File: config.mk
export PLATFORM = sky130hd
export DESIGN_NAME = bram_frame_sequencer
export DESIGN_NICKNAME = d
export VERILOG_FILES = /design/src/rtl/frame_seq_pkg.sv /design/src/rtl/frame_rd_skid.sv /design/src/rtl/bram_frame_sequencer.sv
export SDC_FILE = /design/constraint.sdc
export NUM_CORES = 1
export LEC_CHECK = 0
export BUFFER_PORTS_ARGS = -buffer_cell sky130_fd_sc_hd__buf_2
export CAP_MARGIN = 10
export CORE_ASPECT_RATIO = 0.75
export CORE_MARGIN = 5
export CORE_UTILIZATION = 52
export DETAILED_ROUTE_END_ITERATION = 8
export PLACE_DENSITY = 0.79
export SETUP_SLACK_MARGIN = 0.02
export SLEW_MARGIN = 40
export SYNTH_ARGS = -nofsm -noshare
export SYNTH_HDL_FRONTEND = slang
export SYNTH_SLANG_ARGS = --single-unit
File: constraint.sdc
create_clock -name CLK_IN1 -period 2.9 [get_ports CLK_IN1]
set_input_delay 0.29 -clock CLK_IN1 [delete_from_list [all_inputs] [get_ports CLK_IN1]]
set_output_delay 0.29 -clock CLK_IN1 [all_outputs]
set_load 0.02 [all_outputs]
File: src/rtl/frame_seq_pkg.sv
// Shared types and elaboration helpers for the frame BRAM sequencer.
package frame_seq_pkg;

    typedef enum logic [1:0] {
        ST_IDLE  = 2'd0,
        ST_FILL  = 2'd1,
        ST_DRAIN = 2'd2
    } state_t;

    function automatic int frame_pix(input int img_w, input int img_h);
        return img_w * img_h;
    endfunction

    // Counter width for values 0..n-1, never narrower than one bit.
    function automatic int ptr_width(input int n);
        return (n <= 2) ? 1 : $clog2(n);
    endfunction

endpackage

File: src/rtl/frame_rd_skid.sv
// Two-entry skid FIFO holding BRAM read results (data plus eol/eof tags).
module frame_rd_skid #(
    parameter int W = 10
) (
    input  logic         clk,
    input  logic         rst,
    input  logic         push,
    input  logic [W-1:0] push_data,
    input  logic         pop,
    output logic [W-1:0] head,
    output logic [1:0]   count
);

    logic [W-1:0] mem [2];
    logic         wr_idx;
    logic         rd_idx;

    // NOTE: clocked state uses <= so every register samples pre-edge values.
    always_ff @(posedge clk) begin
        if (rst) begin
            wr_idx <= 1'b0;
            rd_idx <= 1'b0;
            count  <= 2'd0;
        end else begin
            if (push) wr_idx <= ~wr_idx;
            if (pop)  rd_idx <= ~rd_idx;
            count <= count + {1'b0, push} - {1'b0, pop};
        end
    end

    // NOTE: storage is not reset; occupancy is tracked by count alone.
    always_ff @(posedge clk) begin
        if (push) mem[wr_idx] <= push_data;
    end

    assign head = mem[rd_idx];

endmodule

File: src/rtl/bram_frame_sequencer.sv
// Fills one frame BRAM from a pixel stream, then drains it in raster order
// with backpressure and line/frame markers.
module bram_frame_sequencer
    import frame_seq_pkg::*;
#(
    parameter int DATA_W = 8,
    parameter int ADDR_W = 11,
    parameter int IMG_W  = 32,
    parameter int IMG_H  = 32
) (
    input  logic              CLK_IN1,
    input  logic              RESET,
    input  logic              start,
    input  logic              rd_only,
    input  logic              in_valid,
    input  logic [DATA_W-1:0] in_data,
    output logic              in_ready,
    output logic              out_valid,
    output logic [DATA_W-1:0] out_data,
    output logic              out_eol,
    output logic              out_eof,
    input  logic              out_ready,
    output logic              busy,
    output logic              done,
    output logic              ena,
    output logic              wea,
    output logic [ADDR_W-1:0] addra,
    output logic [DATA_W-1:0] dina,
    output logic              enb,
    output logic [ADDR_W-1:0] addrb,
    input  logic [DATA_W-1:0] doutb
);

    localparam int N     = frame_pix(IMG_W, IMG_H);
    localparam int PTR_W = ptr_width(N);
    localparam int X_W   = ptr_width(IMG_W);
    localparam logic [PTR_W-1:0] LAST_ADDR = PTR_W'(N - 1);
    localparam logic [X_W-1:0]   LAST_X    = X_W'(IMG_W - 1);

    if (N > 2 ** ADDR_W) begin : g_size_check
        $error("IMG_W*IMG_H does not fit in the BRAM address space");
    end

    state_t            state, state_nxt;
    logic [PTR_W-1:0]  wr_ptr, rd_ptr;
    logic              rd_all;
    logic [X_W-1:0]    x_cnt;
    logic              inflight, inflight_eol, inflight_eof;
    logic              wr_accept, rd_issue, pop, eof_pop;
    logic [1:0]        fifo_count, occ_next;
    logic [DATA_W+1:0] head;

    assign wr_accept = in_valid && (state == ST_FILL);
    assign out_valid = (fifo_count != 2'd0);
    assign pop       = out_valid && out_ready;
    assign eof_pop   = pop && head[0];
    // Credit check looks at occupancy after this cycle's push and pop.
    assign occ_next  = fifo_count + {1'b0, inflight} - {1'b0, pop};
    assign rd_issue  = (state == ST_DRAIN) && !rd_all && (occ_next < 2'd2);

    assign out_data = out_valid ? head[DATA_W+1:2] : '0;
    assign out_eol  = out_valid && head[1];
    assign out_eof  = out_valid && head[0];

    always_ff @(posedge CLK_IN1) begin
        if (RESET) state <= ST_IDLE;
        else       state <= state_nxt;
    end

    // NOTE: every signal gets a default first so no latch is inferred.
    always_comb begin
        state_nxt = state;
        in_ready  = 1'b0;
        busy      = 1'b0;
        ena       = 1'b0;
        wea       = 1'b0;
        addra     = '0;
        dina      = '0;
        enb       = 1'b0;
        addrb     = '0;
        case (state)
            ST_IDLE: begin
                if (start) state_nxt = rd_only ? ST_DRAIN : ST_FILL;
            end
            ST_FILL: begin
                in_ready = 1'b1;
                busy     = 1'b1;
                if (wr_accept) begin
                    ena   = 1'b1;
                    wea   = 1'b1;
                    addra = ADDR_W'(wr_ptr);
                    dina  = in_data;
                    if (wr_ptr == LAST_ADDR) state_nxt = ST_DRAIN;
                end
            end
            ST_DRAIN: begin
                busy = 1'b1;
                if (rd_issue) begin
                    enb   = 1'b1;
                    addrb = ADDR_W'(rd_ptr);
                end
                if (eof_pop) state_nxt = ST_IDLE;
            end
            default: state_nxt = ST_IDLE;
        endcase
    end

    always_ff @(posedge CLK_IN1) begin
        if (RESET) begin
            wr_ptr       <= '0;
            rd_ptr       <= '0;
            rd_all       <= 1'b0;
            x_cnt        <= '0;
            inflight     <= 1'b0;
            inflight_eol <= 1'b0;
            inflight_eof <= 1'b0;
            done         <= 1'b0;
        end else begin
            if (wr_accept) wr_ptr <= (wr_ptr == LAST_ADDR) ? '0 : wr_ptr + 1'b1;
            if (rd_issue) begin
                rd_ptr <= (rd_ptr == LAST_ADDR) ? '0 : rd_ptr + 1'b1;
                rd_all <= (rd_ptr == LAST_ADDR);
                x_cnt  <= (x_cnt == LAST_X) ? '0 : x_cnt + 1'b1;
            end
            // Tags travel with the read so they line up with doutb next cycle.
            inflight     <= rd_issue;
            inflight_eol <= (x_cnt == LAST_X);
            inflight_eof <= (rd_ptr == LAST_ADDR);
            done         <= eof_pop;
            if (eof_pop) begin
                rd_ptr <= '0;
                rd_all <= 1'b0;
                x_cnt  <= '0;
            end
        end
    end

    frame_rd_skid #(
        .W(DATA_W + 2)
    ) u_skid (
        .clk       (CLK_IN1),
        .rst       (RESET),
        .push      (inflight),
        .push_data ({doutb, inflight_eol, inflight_eof}),
        .pop       (pop),
        .head      (head),
        .count     (fifo_count)
    );

endmodule
==> results_dict.tcl <==
set metrics [dict create \
    status "finished, final reports clean" \
    peakVddDrop_uv 600 \
    die_y_um 72.1 \
    drt-initial-drc-count 91 \
    cts_buffers 9 \
    ant_nets 0 \
    cp_cell_sequence "o21a_1, ha_1, inv_1, ha_1, xnor3_2, nand2_2, inv_1, buf_2" \
    antenna-diode-count 0 \
    slowest_stage "xnor3_2" \
    utilization_pct 65.6 \
    combPwrFrac_pct 29.3 \
    max-cap-violations 0 \
    avgSynthCellArea_um2 9.72 \
    final_common_cell "buf_2" \
    p_sw_mw 0.858 \
    drc 0 \
    port-buffer-count 66 \
    slowest_delay_ns 0.41 \
    grt.total_usage_pct 17.0 \
    fin_crit_ns 2.75 \
    wl_per_cell_um 13.9 \
    ys_warn_count 0 \
    r2r_end "x_cnt[2]" \
    power_frac_seq_pct 39.4 \
    crit_arrival_ns 2.46 \
    post-route-period-util_pct 94.9 \
    synth-main-ff-cell "dfxtp_1" \
    grt-ovfl-total 0 \
    fin_ws_ns 0.149 \
    powerDensity_nw_per_um2 778 \
    grt_pass1_wl_um 8760 \
    setup_viol 0 \
    place.gp.congestion 0.841 \
    nNetsFinal 371 \
    synthDistinctLibCells 43 \
    cts.sinks 57 \
    die_area_um2 6690 \
    final_cell_mix "66 x buf_2, 37 x dfxtp_1, 36 x nor2_1, 27 x and3_1, 20 x edfxtp_1" \
    swShare_pct 34.1 \
    ys_seq_elements 57 \
    antenna_found_initial 0 \
    min_from "doutb[3]" \
    hpwl_um 3970 \
    crit_path_start_kind "flip-flop" \
    worstMarginPinSlew_ns 0.758 \
    grt_max_degree 23 \
    holdPathEnd "u_skid.mem[1][5]" \
    synth.cell_area_um2 2670 \
    fin_hold_ws_ns 0.132 \
    vias 2153 \
    htree_levels 3 \
    fin_worst_skew_ns 0.00877 \
    wl_um 5620 \
    rows 22 \
    die_w_um 92.8 \
    syn2layout_area_growth_pct 21.0 \
    rsz0062_at_grt "false" \
    slew_viol_final 0 \
    worst-setup-path-type "flip-flop to output port" \
    reg2reg_depth 8 \
    root_buffer "clkbuf_8" \
    fmax_mhz 363 \
    crit_required_ns 2.61 \
    cts.reportedPaths.clkPinSlew_ns 0.07 \
    cts_resized 0 \
    io_pins 69 \
    cp_max_fo 18 \
    power_frac_clock_pct 31.3 \
    clkLatencyLatePin_ns 0.34 \
    dpl_worst_slack_ns 0.317 \
    ys_seq_area_share_pct 50.2 \
    timing.rr.start "u_skid.count[1]" \
    syn_inst 275 \
    cts_setup_buffers 0 \
    cts_tree "done" \
    finalSetupTns_ns 0 \
    slew_headroom_pct 49.3 \
    critPathCaptureType "output port" \
    synth-edff-count 20 \
    finalHoldViolCount 0 \
    grt_pass1_vias 1916 \
    cts_hold_buf 0 \
    min_path_type "input port to flip-flop" \
    power.leakage_nw 1.50 \
    initial_utilization_pct 54.2 \
    total_power_mw 2.52 \
    viasPerCell 5.32 \
    ys_async_sr_fraction_pct 0 \
    drive_above_1_share_pct 26.1 \
    rrSetupSlack_ns 0.27 \
    cts_max_path_buffers 2 \
    holdPathStages 1 \
    dr.pass1.iters 4 \
    core_area_um2 4930 \
    p_int_mw 1.66 \
]
-- through the flow --
stage	cells	area [um2]
finish	405	3230
CTS	405	3230
global route	405	3230
detailed placement	389	3020
global placement	389	3020
floorplan	276	2680
-- registers in the layout (all words and copies together), names as in the netlist, named ones only --
name	flops
u_skid.mem	20
inflight_eol	1
state	2
u_skid.count	2
rd_ptr	10
wr_ptr	10
done	1
inflight_eof	1
rd_all	1
u_skid.rd_idx	1
x_cnt	5
u_skid.wr_idx	1
inflight	1
-- routing by layer --
metal	part of all wire (%)	vias up	wire length (um)	global-route usage [%]
met3	7.8	9	437	7.56
li1	-	1087	-	-
met4	1.3	0	75	6.34
met1	44	996	2500	20.1
met5	0	-	0	0
met2	46	61	2610	27.4
-- synthesized netlist by cell type (2+ instances only) --
| cell | count | area (um2) |
|---|---|---|
| a21oi_1 | 12 | 60.1 |
| and2_1 | 3 | 18.8 |
| and3_1 | 27 | 169 |
| and4_1 | 2 | 17.5 |
| buf_2 | 2 | 10.0 |
| buf_4 | 5 | 37.5 |
| clkbuf_1 | 8 | 30.0 |
| dfxtp_1 | 37 | 741 |
| edfxtp_1 | 20 | 601 |
| ha_1 | 9 | 113 |
| inv_1 | 14 | 52.6 |
| mux2i_1 | 10 | 100 |
| nand2_1 | 17 | 63.8 |
| nand3_1 | 12 | 60.1 |
| nand3b_1 | 2 | 15.0 |
| nand4_1 | 5 | 31.3 |
| nor2_1 | 36 | 135 |
| nor2b_1 | 5 | 31.3 |
| nor3_1 | 2 | 10.0 |
| nor4_1 | 2 | 12.5 |
| o21a_1 | 2 | 15.0 |
| o21ai_0 | 5 | 25.0 |
| or3_1 | 4 | 25.0 |
| or4_1 | 2 | 15.0 |
| xnor2_1 | 7 | 61.3 |
| xor2_1 | 8 | 70.1 |
-- how the worst max path moves through the flow --
stage                         start        to  slack (ns)  cells past startpoint
CTS                 u_skid.count[1]       enb        0.13                      8
global placement    u_skid.count[1]  x_cnt[2]        0.40                      8
floorplan           u_skid.count[1]  x_cnt[2]        0.68                      8
detailed placement  u_skid.count[1]  x_cnt[2]        0.32                      8
finish              u_skid.count[1]       enb        0.15                      8
global route        u_skid.count[1]       enb        0.02                      8
-- critical path, delay by kind of cell (launching register included) --
kind	cells	cell delay [ns]
compound gates	1	0.24
xor+xnor	1	0.41
fa+ha+maj	2	0.47
buf+inv	3	0.42
flops	1	0.33
simple gates	1	0.24
-- cell type report --
| cell class | instances | area (um2) |
|---|---|---|
| Tap cell | 60 | 75.1 |
| Clock buffer | 10 | 128 |
| Inverter | 14 | 52.6 |
| Multi-Input combinational cell | 190 | 1210 |
| Fill cell | 416 | 1690 |
| Sequential cell | 57 | 1340 |
| Clock inverter | 6 | 83.8 |
| Timing Repair Buffer | 68 | 345 |
-- power groups by stage --
| stage | Combinational [mW] | Clock (mW) | Sequential [mW] |
|---|---|---|---|
| after floorplan | 0.579 | 0 | 0.974 |
| after global placement | 0.718 | 0 | 1.00 |
| after detailed placement | 0.736 | 0 | 1.01 |
| after CTS | 0.742 | 0.805 | 0.993 |
| after global routing | 0.810 | 0.838 | 1.00 |
| final | 0.736 | 0.789 | 0.992 |
-- cells by family (layout without fill, tap and decap cells) --
| logic type | count (synthesis) | count (layout) | synth area share [%] |
|---|---|---|---|
| adder cells (fa/ha/maj) | 9 | 9 | 4.21 |
| other | 1 | 2 | 0.140 |
| buffers and inverters | 29 | 98 | 4.87 |
| AO/OA/AOI/OAI | 27 | 27 | 5.95 |
| multiplexers | 11 | 11 | 4.17 |
| AND/OR/NAND/NOR | 125 | 125 | 24.7 |
| XOR/XNOR | 16 | 16 | 5.81 |
| flip-flops | 57 | 57 | 50.2 |
(Power assumes the default switching activity.)
